**config.mk**
```make
export PLATFORM = sky130hd
export DESIGN_NAME = iic_cfg_seq
export DESIGN_NICKNAME = d
export VERILOG_FILES = /design/src/rtl/iic_cfg_pkg.sv /design/src/rtl/iic_cfg_rom.sv /design/src/rtl/iic_cfg_seq.sv
export SDC_FILE = /design/constraint.sdc
export NUM_CORES = 1
export LEC_CHECK = 0
export ABC_CLOCK_PERIOD_IN_PS = 2940
export BUFFER_PORTS_ARGS = -buffer_cell sky130_fd_sc_hd__clkbuf_2
export CORE_UTILIZATION = 45
export CTS_CLUSTER_SIZE = 8
export DETAILED_ROUTE_END_ITERATION = 7
export GPL_TIMING_DRIVEN = 0
export SLEW_MARGIN = 20
export SYNTH_ARGS = -nofsm -noshare
export SYNTH_HDL_FRONTEND = slang
export SYNTH_SLANG_ARGS = --single-unit
```
**constraint.sdc**
```tcl
create_clock -name clk -period 2.94 [get_ports clk]
set_input_delay 0.588 -clock clk [delete_from_list [all_inputs] [get_ports clk]]
set_output_delay 0.588 -clock clk [all_outputs]
set_load 0.03 [all_outputs]
```
**src/rtl/iic_cfg_pkg.sv**
```systemverilog
// Shared definitions for the I2C register-table configuration sequencer:
// state encoding, table entry field positions and the ms -> cycles helper.
package iic_cfg_pkg;

    localparam int TIMER_W  = 27;   // single shared timer width
    localparam int IDX_W    = 8;    // table index width
    localparam int LOAD_CYC = 3;    // hold time before each trigger

    // Table entry layout: {device_id, register address, data}
    localparam int DEV_MSB  = 31;
    localparam int DEV_LSB  = 24;
    localparam int ADDR_MSB = 23;
    localparam int ADDR_LSB = 8;
    localparam int DATA_MSB = 7;
    localparam int DATA_LSB = 0;

    typedef enum logic [3:0] {
        S_PWR_WAIT  = 4'd0,
        S_LOAD      = 4'd1,
        S_TRIG      = 4'd2,
        S_WAIT_L    = 4'd3,
        S_NEXT      = 4'd4,
        S_DONE      = 4'd5,
        S_ERR       = 4'd6,
        S_RD_LOAD   = 4'd7,
        S_RD_TRIG   = 4'd8,
        S_RD_WAIT_L = 4'd9
    } state_t;

    // Number of clock cycles in a delay given in milliseconds.
    function automatic longint unsigned ms_to_cycles(input longint unsigned ms,
                                                     input longint unsigned clk_fre);
        return (ms * clk_fre) / 64'd1000;
    endfunction

endpackage

```
**src/rtl/iic_cfg_rom.sv**
```systemverilog
// Constant register table for the HDMI transmitter bring-up.
// Each entry is {device_id[31:24], reg addr[23:8], data[7:0]}; indices at or
// beyond REG_NUM read as zero.
module iic_cfg_rom
    import iic_cfg_pkg::*;
#(
    parameter int REG_NUM = 16
) (
    input  logic [IDX_W-1:0] idx,
    output logic [31:0]      entry
);

    // Combinational table lookup by index.
    always_comb begin
        // NOTE: every variable written in an always_comb gets a default first, so no path leaves it unassigned and no latch is inferred.
        entry = 32'h0;
        if (int'(idx) < REG_NUM) begin
            case (idx)
                8'd0:    entry = 32'h72_00_08_5B;
                8'd1:    entry = 32'h72_00_41_10;
                8'd2:    entry = 32'h7A_00_2F_C3;
                8'd3:    entry = 32'h72_00_1E_00;
                8'd4:    entry = 32'h72_00_1A_11;
                8'd5:    entry = 32'h72_00_25_00;
                8'd6:    entry = 32'h72_00_26_40;
                8'd7:    entry = 32'h72_00_09_00;
                8'd8:    entry = 32'h72_00_0A_10;
                8'd9:    entry = 32'h72_00_60_04;
                8'd10:   entry = 32'h72_00_3C_01;
                8'd11:   entry = 32'h72_00_1A_01;
                8'd12:   entry = 32'h7A_00_3D_0A;
                8'd13:   entry = 32'h7A_00_0F_C0;
                8'd14:   entry = 32'h72_00_BF_00;
                8'd15:   entry = 32'h72_00_1A_01;
                default: entry = 32'h0;
            endcase
        end
    end

endmodule

```
**src/rtl/iic_cfg_seq.sv**
```systemverilog
// Register-table configuration sequencer in front of the I2C byte driver.
// After reset and a power-up delay it issues one single-byte write per table
// entry through the driver's pluse/busy handshake, then reports done or error.
// Optional macro CFG_VERIFY_EN: read back each written byte, retry the write
// once on mismatch, and flag an error on a second mismatch.
module iic_cfg_seq
    import iic_cfg_pkg::*;
#(
    parameter int CLK_FRE       = 50_000_000,
    parameter int ADDR_BYTE     = 1,
    parameter int REG_NUM       = 16,
    parameter int INIT_DELAY_MS = 10,
    parameter int BUSY_H_TO     = 4096,
    parameter int BUSY_L_TO     = 2_000_000
) (
    input  logic                   clk,
    input  logic                   rst_n,
    input  logic                   cfg_start,
    output logic                   cfg_done,
    output logic                   cfg_err,
    output logic [7:0]             cfg_idx,
    output logic                   iic_pluse,
    output logic [7:0]             iic_device_id,
    output logic                   iic_w_r,
    output logic [3:0]             iic_byte_len,
    output logic [ADDR_BYTE*8-1:0] iic_addr,
    output logic [7:0]             iic_data_in,
    input  logic                   iic_busy,
    input  logic [7:0]             iic_data_out
);

    localparam int AW = ADDR_BYTE * 8;

    localparam longint unsigned PWR_CYC = ms_to_cycles(64'(INIT_DELAY_MS), 64'(CLK_FRE));

    // Terminal timer values: the timer counts 0..N-1 within one state.
    localparam logic [TIMER_W-1:0] PWR_LAST  = (PWR_CYC == 0) ? '0 : TIMER_W'(PWR_CYC - 1);
    localparam logic [TIMER_W-1:0] LOAD_LAST = TIMER_W'(LOAD_CYC - 1);
    localparam logic [TIMER_W-1:0] BH_LAST   = TIMER_W'(BUSY_H_TO - 1);
    localparam logic [TIMER_W-1:0] BL_LAST   = TIMER_W'(BUSY_L_TO - 1);
    localparam logic [IDX_W-1:0]   LAST_IDX  = IDX_W'(REG_NUM - 1);

    state_t             state_q, state_d;
    logic [TIMER_W-1:0] timer_q;
    logic               timer_clr;
    logic [IDX_W-1:0]   idx_q, idx_d;
    logic               start_q;
    logic               start_rise;
    logic               pend_q, pend_d;
    logic [31:0]        rom_entry;

`ifdef CFG_VERIFY_EN
    logic               retry_q, retry_d;
`endif

    iic_cfg_rom #(
        .REG_NUM (REG_NUM)
    ) u_rom (
        .idx   (idx_q),
        .entry (rom_entry)
    );

    // Address bits above the configured width are not driven to the bus.
    if (ADDR_BYTE == 1) begin : g_addr8
        logic unused_addr_hi;
        assign unused_addr_hi = ^rom_entry[ADDR_MSB:ADDR_LSB+8];
    end

`ifndef CFG_VERIFY_EN
    // Read data is only consumed by the read-back path.
    logic unused_rd;
    assign unused_rd = ^iic_data_out;
`endif

    assign start_rise   = cfg_start & ~start_q;
    assign cfg_idx      = idx_q;
    assign iic_byte_len = 4'd1;

    // Next-state logic: table walk, handshake timeouts and restart handling.
    always_comb begin
        state_d   = state_q;
        idx_d     = idx_q;
        pend_d    = pend_q | start_rise;
        timer_clr = 1'b0;
`ifdef CFG_VERIFY_EN
        retry_d   = retry_q;
`endif
        case (state_q)
            S_PWR_WAIT: begin
                pend_d = 1'b0;
                if (start_rise) begin
                    idx_d     = '0;
                    timer_clr = 1'b1;
                end else if (timer_q == PWR_LAST) begin
                    state_d = S_LOAD;
                end
`ifdef CFG_VERIFY_EN
                retry_d = 1'b0;
`endif
            end
            S_LOAD: begin
                if (timer_q == LOAD_LAST) state_d = S_TRIG;
            end
            S_TRIG: begin
                if (iic_busy)                 state_d = S_WAIT_L;
                else if (timer_q == BH_LAST)  state_d = S_ERR;
            end
            S_WAIT_L: begin
                if (!iic_busy) begin
`ifdef CFG_VERIFY_EN
                    state_d = S_RD_LOAD;
`else
                    state_d = S_NEXT;
`endif
                end else if (timer_q == BL_LAST) begin
                    state_d = S_ERR;
                end
            end
            S_NEXT: begin
`ifdef CFG_VERIFY_EN
                retry_d = 1'b0;
`endif
                // A restart requested mid-access takes effect only here, so no
                // transfer is ever cut short.
                if (pend_q) begin
                    state_d = S_PWR_WAIT;
                    idx_d   = '0;
                    pend_d  = 1'b0;
                end else if (idx_q == LAST_IDX) begin
                    state_d = S_DONE;
                end else begin
                    idx_d   = idx_q + 1'b1;
                    state_d = S_LOAD;
                end
            end
            S_DONE, S_ERR: begin
                if (start_rise || pend_q) begin
                    state_d = S_PWR_WAIT;
                    idx_d   = '0;
                    pend_d  = 1'b0;
                end
            end
`ifdef CFG_VERIFY_EN
            S_RD_LOAD: begin
                if (timer_q == LOAD_LAST) state_d = S_RD_TRIG;
            end
            S_RD_TRIG: begin
                if (iic_busy)                 state_d = S_RD_WAIT_L;
                else if (timer_q == BH_LAST)  state_d = S_ERR;
            end
            S_RD_WAIT_L: begin
                if (!iic_busy) begin
                    if (iic_data_out == iic_data_in) begin
                        state_d = S_NEXT;
                    end else if (!retry_q) begin
                        retry_d = 1'b1;
                        state_d = S_LOAD;
                    end else begin
                        state_d = S_ERR;
                    end
                end else if (timer_q == BL_LAST) begin
                    state_d = S_ERR;
                end
            end
`endif
            default: state_d = S_PWR_WAIT;
        endcase
    end

    // State, timer, index and restart bookkeeping registers.
    always_ff @(posedge clk or negedge rst_n) begin
        if (!rst_n) begin
            state_q <= S_PWR_WAIT;
            timer_q <= '0;
            idx_q   <= '0;
            start_q <= 1'b0;
            pend_q  <= 1'b0;
`ifdef CFG_VERIFY_EN
            retry_q <= 1'b0;
`endif
        end else begin
            // NOTE: sequential state uses non-blocking assignments so every flop samples pre-edge values regardless of statement order.
            state_q <= state_d;
            timer_q <= (timer_clr || (state_d != state_q)) ? '0 : timer_q + 1'b1;
            idx_q   <= idx_d;
            start_q <= cfg_start;
            pend_q  <= pend_d;
`ifdef CFG_VERIFY_EN
            retry_q <= retry_d;
`endif
        end
    end

    // Registered driver-side and status outputs; bus fields change only in LOAD.
    always_ff @(posedge clk or negedge rst_n) begin
        if (!rst_n) begin
            iic_pluse     <= 1'b0;
            iic_w_r       <= 1'b1;
            iic_device_id <= '0;
            iic_addr      <= '0;
            iic_data_in   <= '0;
            cfg_done      <= 1'b0;
            cfg_err       <= 1'b0;
        end else begin
            iic_pluse <= (state_d == S_TRIG) || (state_d == S_RD_TRIG);
            cfg_done  <= (state_d == S_DONE);
            cfg_err   <= (state_d == S_ERR);
            if (state_q == S_LOAD && timer_q == '0) begin
                iic_device_id <= rom_entry[DEV_MSB:DEV_LSB];
                iic_addr      <= rom_entry[ADDR_LSB +: AW];
                iic_data_in   <= rom_entry[DATA_MSB:DATA_LSB];
                iic_w_r       <= 1'b1;
            end
            if (state_q == S_RD_LOAD) begin
                iic_w_r <= 1'b0;
            end
        end
    end

endmodule

```
Yosys cells after proc, flatten, opt, wreduce, memory -nomap -nowiden
Memories as Yosys holds them, arrays and structs flattened.
Index checks and enable logic that the tools add are counted.
Word-level totals
  register bits after elaboration: 69
  bits in read-only memories: 256
  logic and storage cells: 76
  memories kept: 1
Memories
  (name not given): depth 16, bits a word 16, rd ports 1, clocked after memory_dff 0, write ports 0, RTL line iic_cfg_rom.sv:18  | case (idx)
Operators by class
  add/sub/neg operators: 2
  $lt $le $gt $ge: 1
  eq/ne operators: 20
  muxes and demuxes: 26
  bitwise operators: 3
  reduce and logical (&&, ||, !) cells: 11
Operators with widths (count)
  32-bit 2-to-1 mux: 2
  4-bit 2-to-1 mux: 8
  8-bit 2-to-1 mux: 4
  27-bit by 1-bit adder with 27-bit output, second input constant: 1
  27-bit by 12-bit equality test with 1-bit output, second input constant: 1
  27-bit by 19-bit equality test with 1-bit output, second input constant: 1
  27-bit by 2-bit equality test with 1-bit output, second input constant: 1
  27-bit by 21-bit equality test with 1-bit output, second input constant: 1
  27-bit logical NOT: 1
  27-bit 2-to-1 mux: 1
  4-bit by 3-bit equality test with 1-bit output, second input constant: 6
  4-bit one-hot mux with 6 select lines: 1
  8-bit one-hot mux with 3 select lines: 1
  4-bit by 2-bit equality test with 1-bit output, second input constant: 3
  8-bit by 1-bit adder with 8-bit output, second input constant: 1
  8-bit by 4-bit equality test with 1-bit output, second input constant: 1
  4-bit logical NOT: 2
  8-bit by 5-bit < comparator with 1-bit output, second input constant: 1
  1-bit 2-to-1 mux: 6
  3-bit 2-to-1 mux: 2
  4-bit by 1-bit equality test with 1-bit output, second input constant: 1
  4-bit equality test, second input constant: 1
  2-bit != test, second input constant: 2
  4-bit != test: 1
  other kinds (11): 13

Longest topological paths before layout
  depth in word-level cells: 8
  mapped depth: 8
  depth with buffers taken out: 8

Cells and area by module
Synthesis repeated with hierarchy kept, for this count alone.
Second synthesis, totals
  cells, all modules: 407
  area total of the unflattened synthesis: 3956.3 um^2
By module, submodules not included
  iic_cfg_seq: times used 1, cells an instance 324, area each 3353.2 um^2, sequential area each 1727.9 um^2
  iic_cfg_rom: times used 1, cells an instance 83, area each 603.1 um^2, sequential area each 0.0 um^2

Least setup slack after synthesis
No wires, ideal clock.
  path kind: reg-to-reg
  from: register idx_q[0] (netlist: cfg_idx[0])
  to: register idx_q[5] (netlist: cfg_idx[5])
  setup time: 0.110 ns
  data arrival time: 2.134 ns
  data required time: 2.830 ns
  setup slack: 0.696 ns
  cell stages (with the launch flop): 9
  period minus slack after synthesis: 2.244 ns
  cells stage by stage: dfrtp_1 ha_1 and3_1 and4b_1 a21oi_1 nand3_2 or2_0 clkbuf_1 o41ai_1
On the way
  longest elaborated chain between the ends: 4
  elaborated cells between the ends (all ways): 7
RTL lines
  start: declaration: RTL line iic_cfg_seq.sv:46  | logic [IDX_W-1:0] idx_q, idx_d;
  start signal: assignment: RTL line iic_cfg_seq.sv:185  | idx_q <= idx_d;
  8-bit by 1-bit adder with 8-bit output: RTL line iic_cfg_seq.sv:132  | idx_d = idx_q + 1'b1;
  8-bit 2-to-1 mux: RTL line iic_cfg_seq.sv:129  | end else if (idx_q == LAST_IDX) begin
  8-bit 2-to-1 mux: RTL line iic_cfg_seq.sv:125  | if (pend_q) begin
  8-bit one-hot mux with 3 select lines: RTL line iic_cfg_seq.sv:88  | case (state_q)
Parallel ways exist; a longest one is shown, timed or not. The select of a mux whose other input is x is not followed.
A chain may end at the register's enable or synchronous reset.

Worst setup path in the final report
  from: register idx_q[0] (netlist: cfg_idx[0])
  to: register idx_q[3] (netlist: cfg_idx[3])
The elaborated chain is that of the path after synthesis.

==> impl_results.md <==
* DIE HEIGHT at about 95 um
* Max-cap check violation count at 0
* Starting density of the core at 46.9%
* Core footprint at 8260 um^2
* Final instance area at 4400 um^2
* Critical path type: flip-flop to flip-flop
* Fillcell total at 800
* Yosys warning total at 0
* CTS Sinks at between 60 and 70
* Critical path launch point: cfg_idx[0]
* Total power at roughly 0.0018 W
* Min-delay worst type: input pin to asynchronous set/reset pin
* Number of port buffers at 35
* Library cells used by synthesis at around 70
* Status: complete, no violations
* Number of iterations in the first detailed-routing pass at 5
* Seq. cell area at 1550 um^2
* Crit share post-route at between 80 and 90%
* Number of H-tree levels at 3
* Worst Max-Slew Pin Slew at 0.907 ns
* Fraction of layout instances using a drive strength above 1 at ~23%
* Flip-flop and latch count after synthesis at between 60 and 70
* Power density relative to cell area at slightly above 400 nW/um^2
* Summed instance area of the synthesized netlist at ~3900 um^2
* I/O pin total at 52
* Number of clock buffers inserted by TritonCTS at 9
* Share of synthesized area occupied by flip-flops and latches at approximately two fifths
* Count of antenna-violating nets left after detailed routing at 0
* Hold violation total from the final report at 0
* Final setup margin at 0.455 ns
* Vias at between 3000 and 4000
* Row count at 33
* Total of endpoints with negative setup slack in the final report at 0
* Routed WL per cell at ~16 um
* Maximum number of pins on one net before global-route repair at 39
* Critical register-to-register path endpoint: cfg_idx[3]
* Dpl hpwl at 6.79 mm
* Post-Place Setup Slack at 0.386 ns
* Die ar. at 8990 um^2
* Buffer levels on the longest clock path at 2
* Highest clock rate at slightly above 400 MHz
* Worst setup skew after layout at 0.00733 ns
* FF-to-FF path depth at 8
* Leakage power figure at 1.98 nW
* Initial antenna violation count at 0
* Prevailing post-synth register cell: sky130_fd_sc_hd__dfrtp_1
* Cell Chain, Critical Path: ha_1, and3_1, and4b_1, a21oi_1, nand3_2, or2_0, clkbuf_1, o31ai_1
* Synthesized area divided by synthesized cell count at slightly above 9 um^2
* Maximum fanout count along the critical path at 10
* Area of the multi-input gates at ~2000 um^2
* Library cell contributing the largest single delay on the critical path: sky130_fd_sc_hd__dfrtp_1
* Layout area overhead at 13.7%
* DRC violation count after routing at 0
* Die boundary width at 94.8 um
* GRT overflow at 0
* Total wire length at 9.38 mm
* Instance area at placement at around 4200 um^2
* Final antenna diode count at 0
* Post-route minimum period at between 2 and 2.5 ns
* Number of enable-type register cells in the synthesized netlist at 0
* Worst-case hold slack at approximately 0.17 ns
* Number of gates given a new drive strength after cts at 0
* Number of global-route vias before repair at 3165
* Gate count after technology mapping at 415
* Remaining max-slew budget at the tightest pin at 39.0%
* Required time of the critical path at about 3.2 ns
* Total Negative Setup Slacks at 0 ns
* Placer congestion estimate at about 0.88
* Nature of the critical path startpoint: flip-flop
* Clk slew on worst S/H paths at approximately 0.070 ns
* Drt via density at around 5.7
* Setup repair after global routing missed its margin: false
* Wire length of the first global-routing pass at ~16 mm
* Overall fraction of global-route tracks in use at 22.6%
* Worst VDD drop at around 0.23 mV
* CTS tree: yes
* Clk Tree Root Cell: sky130_fd_sc_hd__clkbuf_8
* Startpoint of the worst-slack reg-to-reg timing path: cfg_idx[0]
* Setup slack, reg-to-reg at roughly 0.46 ns
* Async S/R FF share, synth at 100%
* Final net count at around 490
* Clock latency at the later pin of the worst-skew pair at about 0.34 ns
* Number of violations reported at the end of detailed-routing iteration 0 at between 150 and 200
* Number of max-slew violations in the final report at 0
* Kind of end point of the critical path: flip-flop
* Hold-fix buffers, CTS at 0
* Worst endpoint data arrival time at roughly 2.7 ns
* Largest stage delay on the critical path at approximately 0.46 ns
* Worst setup path endpoint: cfg_idx[3]
* Post-CTS setup buffer count at 0
## worst max-delay path, delay by kind of cell, from the launching register on
family                   cells  cell delay, ns
AO/OA/AOI/OAI                2            0.48
buffers and inverters        1            0.16
flip-flops                   1            0.46
AND/OR/NAND/NOR              4            0.97
adder cells (fa/ha/maj)      1            0.31
## state kept, by name, summed over array words and instances, names as in the netlist
register	count
iic_w_r	1
timer_q	27
iic_data_in	7
state_q	4
iic_addr	8
cfg_err	1
iic_device_id	2
pend_q	1
start_q	1
cfg_idx	8
cfg_done	1
iic_pluse	1
## per-stage QoR
step / instances / utilization [%]
4_1_cts: 577 / 53.3
6_report: 577 / 53.3
3_5_place_dp: 563 / 51.2
2_1_floorplan: 422 / -
3_3_place_gp: 562 / 51.0
5_1_grt: 577 / 53.3
## Yosys cell counts (all sizes together) (3+ instances only)
library cell | number | area, um^2
dfrtp | 61 | 1530
nand3 | 36 | 185
nand2 | 35 | 139
nor2 | 24 | 100
o21ai | 22 | 110
a21oi | 21 | 109
clkbuf | 20 | 119
buf | 19 | 150
inv | 16 | 60.1
nor3 | 15 | 80.1
xor2 | 15 | 131
a211oi | 14 | 155
nand4 | 12 | 75.1
o31ai | 12 | 95.1
xnor2 | 12 | 105
ha | 10 | 125
nor4 | 8 | 68.8
and2 | 6 | 38.8
and3 | 5 | 32.5
and4 | 4 | 36.3
a22oi | 3 | 22.5
o41ai | 3 | 33.8
or4 | 3 | 22.5
## logic make-up (layout without fill, tap and decap cells)
family,count (synthesis),count (layout),synth area share (%)
buffers and inverters,55,105,8.49
AND/OR/NAND/NOR,161,161,22.7
multiplexers,4,4,1.42
other,2,9,0.194
XOR/XNOR,27,27,6.10
adder cells (fa/ha/maj),10,10,3.23
flip-flops,62,62,40.1
AO/OA/AOI/OAI,94,94,17.8
## how the worst min path moves through the flow
| stage | depth (start not counted) | slack [ns] | endpoint | start |
|---|---|---|---|---|
| floorplan | 0 | 0.29 | cfg_done | rst_n |
| global placement | 2 | 0.46 | iic_w_r | iic_w_r |
| detailed placement | 2 | 0.47 | iic_w_r | iic_w_r |
| CTS | 1 | 0.18 | cfg_idx[4] | rst_n |
| global route | 1 | 0.19 | cfg_idx[4] | rst_n |
| finish | 1 | 0.17 | cfg_idx[4] | rst_n |
## per-layer routing
layer / track usage [%] / wire (um)
met1: 28.7 / 4210
met2: 37.3 / 4690
met3: 4.35 / 335
met4: 10.1 / 149
met5: 0 / 0
## cell type report
type / count / area share, %
Sequential cell: 62 / 35.3
Multi-Input combinational cell: 305 / 45.9
Clock inverter: 1 / 0.114
Inverter: 16 / 1.36
Tap cell: 105 / 2.98
Clock buffer: 13 / 3.84
Timing Repair Buffer: 36 / 4.49
Buffer: 39 / 6.11
## placed cells by master (no fill, tap or decap), types with 10 or more instances in the layout
| cell | Yosys | final |
|---|---|---|
| sky130_fd_sc_hd__a211oi_2 | 10 | 10 |
| sky130_fd_sc_hd__a21oi_1 | 20 | 20 |
| sky130_fd_sc_hd__buf_4 | 12 | 12 |
| sky130_fd_sc_hd__clkbuf_1 | 13 | 14 |
| sky130_fd_sc_hd__clkbuf_2 | 3 | 37 |
| sky130_fd_sc_hd__clkbuf_8 | 4 | 16 |
| sky130_fd_sc_hd__dfrtp_1 | 61 | 61 |
| sky130_fd_sc_hd__ha_1 | 10 | 10 |
| sky130_fd_sc_hd__inv_1 | 15 | 15 |
| sky130_fd_sc_hd__nand2_1 | 34 | 34 |
| sky130_fd_sc_hd__nand3_1 | 35 | 35 |
| sky130_fd_sc_hd__nand4_1 | 12 | 12 |
| sky130_fd_sc_hd__nor2_1 | 22 | 22 |
| sky130_fd_sc_hd__nor3_1 | 14 | 14 |
| sky130_fd_sc_hd__o21ai_0 | 21 | 21 |
| sky130_fd_sc_hd__o31ai_1 | 11 | 11 |
| sky130_fd_sc_hd__xnor2_1 | 12 | 12 |
| sky130_fd_sc_hd__xor2_1 | 15 | 15 |
## power by group
part / total, W / switching, W / internal, W
combinational: 0.000198 / 0.000135 / 0.0000625
clock: 0.000691 / 0.000326 / 0.000365
sequential: 0.000899 / 0.0000185 / 0.000880
total: 0.00179 / 0.000480 / 0.00131
(Power assumes the default switching activity.)
